## src/rtl/seq_step_controller_pkg.sv

```systemverilog
// rtl/seq_step_controller_pkg.sv - shared FSM state encoding, direction constants and helpers
package seq_step_controller_pkg;

    typedef enum logic [2:0] {
        ST_IDLE     = 3'd0,
        ST_HOLD_UP  = 3'd1,
        ST_HOLD_DN  = 3'd2,
        ST_BLANKED  = 3'd3,
        ST_WAIT_REL = 3'd4
    } state_t;

    localparam logic DIR_UP = 1'b1;
    localparam logic DIR_DN = 1'b0;

    function automatic int max_int(input int a, input int b);
        return (a > b) ? a : b;
    endfunction

endpackage

```

## src/rtl/seq_step_controller_key_debounce.sv

```systemverilog
// rtl/seq_step_controller_key_debounce.sv - 2-flop synchroniser plus stable-count debounce for one key
module key_debounce #(
    parameter int DEBOUNCE_CYC = 500_000
) (
    input  logic clock,
    input  logic RESET,
    input  logic raw,
    output logic level
);
    localparam int CW = $clog2(DEBOUNCE_CYC + 1);
    localparam logic [CW-1:0] LAST_CNT = CW'(DEBOUNCE_CYC - 1);

    logic          r_sync1;
    logic          r_sync2;
    logic          r_level;
    logic [CW-1:0] r_cnt;

    // Bring the asynchronous key into the clock domain.
    always_ff @(posedge clock or posedge RESET) begin
        if (RESET) begin
            r_sync1 <= 1'b0;
            r_sync2 <= 1'b0;
        end else begin
            r_sync1 <= raw;
            r_sync2 <= r_sync1;
        end
    end

    // Flip the level once DEBOUNCE_CYC consecutive samples disagree with it; any agreeing sample restarts.
    always_ff @(posedge clock or posedge RESET) begin
        if (RESET) begin
            r_level <= 1'b0;
            r_cnt   <= '0;
        end else if (r_sync2 != r_level) begin
            if (r_cnt == LAST_CNT) begin
                r_level <= ~r_level;
                r_cnt   <= '0;
            end else begin
                r_cnt   <= r_cnt + CW'(1);
            end
        end else begin
            r_cnt <= '0;
        end
    end

    assign level = r_level;

endmodule

```

## src/rtl/seq_step_controller.sv

```systemverilog
// rtl/seq_step_controller.sv - debounced up/down step generator with auto-repeat and blank/clear handshake
module seq_step_controller
    import seq_step_controller_pkg::*;
#(
    parameter int DEBOUNCE_CYC     = 500_000,
    parameter int REPEAT_DELAY_CYC = 25_000_000,
    parameter int REPEAT_RATE_CYC  = 10_000_000
) (
    input  logic clock,
    input  logic RESET,
    input  logic KEY_UP,
    input  logic KEY_DOWN,
    output logic STEP,
    output logic DIR,
    output logic BLANK,
    output logic CLEAR
);
    localparam int RCW = $clog2(max_int(REPEAT_DELAY_CYC, REPEAT_RATE_CYC) + 1);
    localparam logic [RCW-1:0] DELAY_LOAD = RCW'(REPEAT_DELAY_CYC);
    localparam logic [RCW-1:0] RATE_LOAD  = RCW'(REPEAT_RATE_CYC);

    logic           w_up;
    logic           w_dn;
    state_t         r_state;
    state_t         w_next;
    logic [RCW-1:0] r_cnt;
    logic [RCW-1:0] w_cnt;
    logic           w_step;
    logic           w_dir;
    logic           w_blank;
    logic           w_clear;
    logic           r_step;
    logic           r_dir;
    logic           r_blank;
    logic           r_clear;

    key_debounce #(.DEBOUNCE_CYC(DEBOUNCE_CYC)) u_deb_up (
        .clock (clock),
        .RESET (RESET),
        .raw   (KEY_UP),
        .level (w_up)
    );

    key_debounce #(.DEBOUNCE_CYC(DEBOUNCE_CYC)) u_deb_dn (
        .clock (clock),
        .RESET (RESET),
        .raw   (KEY_DOWN),
        .level (w_dn)
    );

    // State, repeat counter and registered outputs.
    always_ff @(posedge clock or posedge RESET) begin
        if (RESET) begin
            r_state <= ST_IDLE;
            r_cnt   <= '0;
            r_step  <= 1'b0;
            r_dir   <= DIR_DN;
            r_blank <= 1'b0;
            r_clear <= 1'b0;
        end else begin
            r_state <= w_next;
            r_cnt   <= w_cnt;
            r_step  <= w_step;
            r_dir   <= w_dir;
            r_blank <= w_blank;
            r_clear <= w_clear;
        end
    end

    // Next state: a second key always wins over stepping, and release wins over repeat expiry.
    always_comb begin
        w_next = r_state;
        case (r_state)
            ST_IDLE: begin
                if (w_up && w_dn)  w_next = ST_BLANKED;
                else if (w_up)     w_next = ST_HOLD_UP;
                else if (w_dn)     w_next = ST_HOLD_DN;
            end
            ST_HOLD_UP: begin
                if (w_dn)          w_next = ST_BLANKED;
                else if (!w_up)    w_next = ST_IDLE;
            end
            ST_HOLD_DN: begin
                if (w_up)          w_next = ST_BLANKED;
                else if (!w_dn)    w_next = ST_IDLE;
            end
            ST_BLANKED: begin
                if (w_up ^ w_dn)   w_next = ST_WAIT_REL;
            end
            ST_WAIT_REL: begin
                if (!w_up && !w_dn) w_next = ST_IDLE;
            end
            default:               w_next = ST_IDLE;
        endcase
    end

    // Outputs and repeat counter; the counter parks at 0 whenever we are not holding a key.
    always_comb begin
        w_step  = 1'b0;
        w_clear = 1'b0;
        w_dir   = r_dir;
        w_cnt   = '0;
        w_blank = (w_next == ST_BLANKED);
        case (r_state)
            ST_IDLE: begin
                if (w_next == ST_HOLD_UP) begin
                    w_step = 1'b1;
                    w_dir  = DIR_UP;
                    w_cnt  = DELAY_LOAD;
                end else if (w_next == ST_HOLD_DN) begin
                    w_step = 1'b1;
                    w_dir  = DIR_DN;
                    w_cnt  = DELAY_LOAD;
                end
            end
            ST_HOLD_UP, ST_HOLD_DN: begin
                if (w_next == r_state) begin
                    if (r_cnt <= RCW'(1)) begin
                        w_step = 1'b1;
                        w_cnt  = RATE_LOAD;
                    end else begin
                        w_cnt  = r_cnt - RCW'(1);
                    end
                end
            end
            ST_BLANKED: begin
                if (w_next == ST_WAIT_REL) w_clear = 1'b1;
            end
            default: begin
                w_step = 1'b0;
            end
        endcase
    end

    assign STEP  = r_step;
    assign DIR   = r_dir;
    assign BLANK = r_blank;
    assign CLEAR = r_clear;

endmodule
```

## config.mk

```make
export PLATFORM = sky130hd
export DESIGN_NAME = seq_step_controller
export DESIGN_NICKNAME = d
export VERILOG_FILES = /design/src/rtl/seq_step_controller_pkg.sv /design/src/rtl/seq_step_controller_key_debounce.sv /design/src/rtl/seq_step_controller.sv
export SDC_FILE = /design/constraint.sdc
export NUM_CORES = 1
export LEC_CHECK = 0
export CAP_MARGIN = 10
export CORE_MARGIN = 2
export CORE_UTILIZATION = 50
export DETAILED_ROUTE_END_ITERATION = 6
export GPL_TIMING_DRIVEN = 1
export PLACE_DENSITY_LB_ADDON = 0.08
export SLEW_MARGIN = 15
export SYNTH_ARGS = -nofsm -noshare
export SYNTH_HDL_FRONTEND = slang
export SYNTH_SLANG_ARGS = --single-unit
```

## constraint.sdc

```tcl
create_clock -name clock -period 2.7 [get_ports clock]
set_input_delay 0.54 -clock clock [delete_from_list [all_inputs] [get_ports clock]]
set_output_delay 0.54 -clock clock [all_outputs]
set_load 0.02 [all_outputs]
```

==> flow_summary.ini, run 1 <==
[synth]
synth_edf_count = 0
synthesis.nets = 393
yosysTopAreaCell = dfrtp_1
synthMuxAreaShare_pct = 0.263
synth_compound_area_share_pct = 7.31
yosys.area_share.simple_pct = 24.0
synthArstFlopShare_pct = 100
ys_types = 49
synth_top_area_share_pct = 50.0
synthTopCellsByArea = dfrtp_1, xnor2_1, nor2_1, xor2_1, nand3_1
syn_avg_cell_area_sq_um = 9.92
synth_ff_type = dfrtp_1
synth_top_family_by_area = simple AND/OR/NAND/NOR gates
synth_cells = 383
synthXorXnorAreaFrac_pct = 12.4
ys.warnings.count = 0
synth_seq_area_share_pct = 50.0
netlist_area_sq_um = 3800
synth_seq_cells = 76
synth_fa_ha_area_share_pct = 1.98

[clock_network]
cts_setup_buffers = 0
post_cts_resized = 0
clock_latency_ns = 0.34
clock-sinks = 76
clock_path_buffers = 2
cts-root-buf = clkbuf_8
cts_hold_buf = 0
cts_tree = done
clk_pin_slew_ns = 0.07
htree_levels = 3
numCtsBuffers = 9

[final_layout]
synthToLayoutAreaGrowth_pct = 7.71
layout_common_cells = dfrtp_1, nor2_1, xnor2_1
fillers = 664
drive_above_1_share_pct = 9.11
final_cells = 494
mostFrequentLayoutCell = dfrtp_1
nets = 400
n_antenna_cell = 0

[place]
place_inst = 478
io_buffers = 7
gp_congestion = 0.801
hpwl_microns = 4680
post-place-ws_ns = 0.390

[drt]
vias_per_cell = 5.35
dr.pass1.iters = 4
drt-total-wl_microns = 6760
wl_per_cell_microns = 13.7
first_iter_violations = 155
drc = 0
dr_total_vias = 2644
antenna_left = 0

[sta]
finalMaxSlewViolations = 0
fin_crit_sh_pct = 85.8
setup_ws_ns = 0.385
setup_tns_ns = 0
finalHoldViolations = 0
fmax_mhz = 432
finalCriticalPeriod_ns = 2.32
worst_pin_slew_ns = 0.587
setup_viol = 0
rsz0062_at_grt = no
holdWs_ns = 0.352
finClkSkew_ns = 0.0103
slew-limit-headroom_pct = 60.8

[worst_setup_path]
critPathLaunchType = flip-flop
cp.required_ns = 2.91
cp_max_fo = 16
crit_type = flip-flop to flip-flop
cp.arrival_ns = 2.53
end_kind = flip-flop

[die]
dieArea_sq_um = 8310
num_rows = 31
core_sq_um = 7290
fp.dieH_microns = 91.2
io_pins = 8
initial_core_util_pct = 52.1
fp.dieW_microns = 91.2

[global_routing]
grt_pass1_wl_microns = 12000
grt_max_degree = 37
grt_overflow = 0
antenna_found_initial = 0
grt_pass1_vias = 2577
grt_use_total_pct = 17.7

[worst_hold_path]
min_path_type = flip-flop to flip-flop

[run_status]
outcome = completed

[pwr]
powerDensity_nw_per_um2 = 482
power.static_leakage_nw = 1.87
ir_drop_uv = 279

[run]
drv_cap = 0
## registers in the layout, indices dropped and copies added (netlist names)
signal and cells:
r_state 3, BLANK 1, STEP 1, u_deb_dn.r_cnt 19, u_deb_up.level 1, u_deb_dn.r_sync2 1
u_deb_up.r_sync2 1, u_deb_dn.level 1, u_deb_dn.r_sync1 1, u_deb_up.r_sync1 1, DIR 1, r_cnt 25
CLEAR 1, u_deb_up.r_cnt 19
## logic make-up after synthesis
family                   Yosys count
multiplexers                       1
adder cells (fa/ha/maj)            6
XOR/XNOR                          54
AND/OR/NAND/NOR                  178
AO/OA/AOI/OAI                     42
flip-flops                        76
buffers and inverters             26
## power breakdown
group	total (mW)	switching [mW]	internal, mW	leakage [nW]
Combinational	0.0561	0.0389	0.0172	0.729
Sequential	1.16	0.00899	1.15	1.05
Clock	0.759	0.406	0.353	0.0889
Total	1.97	0.454	1.52	1.87
## stage by stage
step                      power [mW]  util, %  cell area [sq um]
after floorplan                 1.22        -               3800
after global placement          1.24     53.8               3920
after detailed placement        1.24     53.8               3920
after CTS                       2.01     56.1               4090
after global routing            2.06     56.1               4090
final                           1.97     56.1               4090
## cells in the mapped netlist, types with 4 or more instances
master	number
dfrtp_1	76
nor2_1	62
xnor2_1	34
nand2_1	22
xor2_1	20
nand3_1	18
nor3_1	18
inv_1	12
or3_1	10
nand4_1	9
o21ai_0	9
nor4_1	8
o22ai_1	8
a21oi_1	7
clkbuf_1	7
ha_1	6
or2_2	5
a31oi_1	4
and2_1	4
and4_1	4
## critical path, stage by stage, from the launching register on
cell and delay [ns]:
dfrtp_1 0.40, or3_1 0.38, or4_1 0.49, or3_1 0.54
nand2b_4 0.26, o22ai_1 0.12
## layout make-up
cell class | count | area (sq um) | area share (%)
tap | 99 | 124 | 3.03
sequential | 76 | 1900 | 46.5
clock buffer | 11 | 141 | 3.45
inverter | 12 | 46.3 | 1.13
multi-input combinational | 281 | 1750 | 42.7
clock inverter | 5 | 27.5 | 0.673
timing repair buffer | 10 | 105 | 2.57
## routing by layer
layer  vias up  track usage [%]  wire length (microns)
met1      1270             24.6                   3360
met2        31             28.1                   3140
met3         8             3.07                    168
met4         0             6.44                     95
li1       1335                -                      -
met5         -                0                      0
## worst paths after layout
kind                            slack [ns]                end              from  cells past startpoint
worst max-delay path                  0.38           r_cnt[6]         r_cnt[10]                      5
worst min-delay path                  0.35   u_deb_up.r_sync2  u_deb_up.r_sync1                      0
worst max register to register        0.38           r_cnt[6]         r_cnt[10]                      5
worst min register to register        0.35   u_deb_up.r_sync2  u_deb_up.r_sync1                      0
max in group asynchronous             1.56  u_deb_up.r_cnt[4]             RESET                      3
min in group asynchronous             0.56          r_cnt[14]             RESET                      2
(Power assumes the default switching activity.)
==> inputs of run 2 (changes only) <==
--- a/config.mk
+++ b/config.mk
@@ -11,6 +11,7 @@
 export DETAILED_ROUTE_END_ITERATION = 6
 export GPL_TIMING_DRIVEN = 1
 export PLACE_DENSITY_LB_ADDON = 0.08
+export SKIP_CTS_REPAIR_TIMING = 1
 export SLEW_MARGIN = 15
 export SYNTH_ARGS = -nofsm -noshare
 export SYNTH_HDL_FRONTEND = slang
==> results of run 2 <==
Final layout, timing and power as in run 1 (identical DEF).
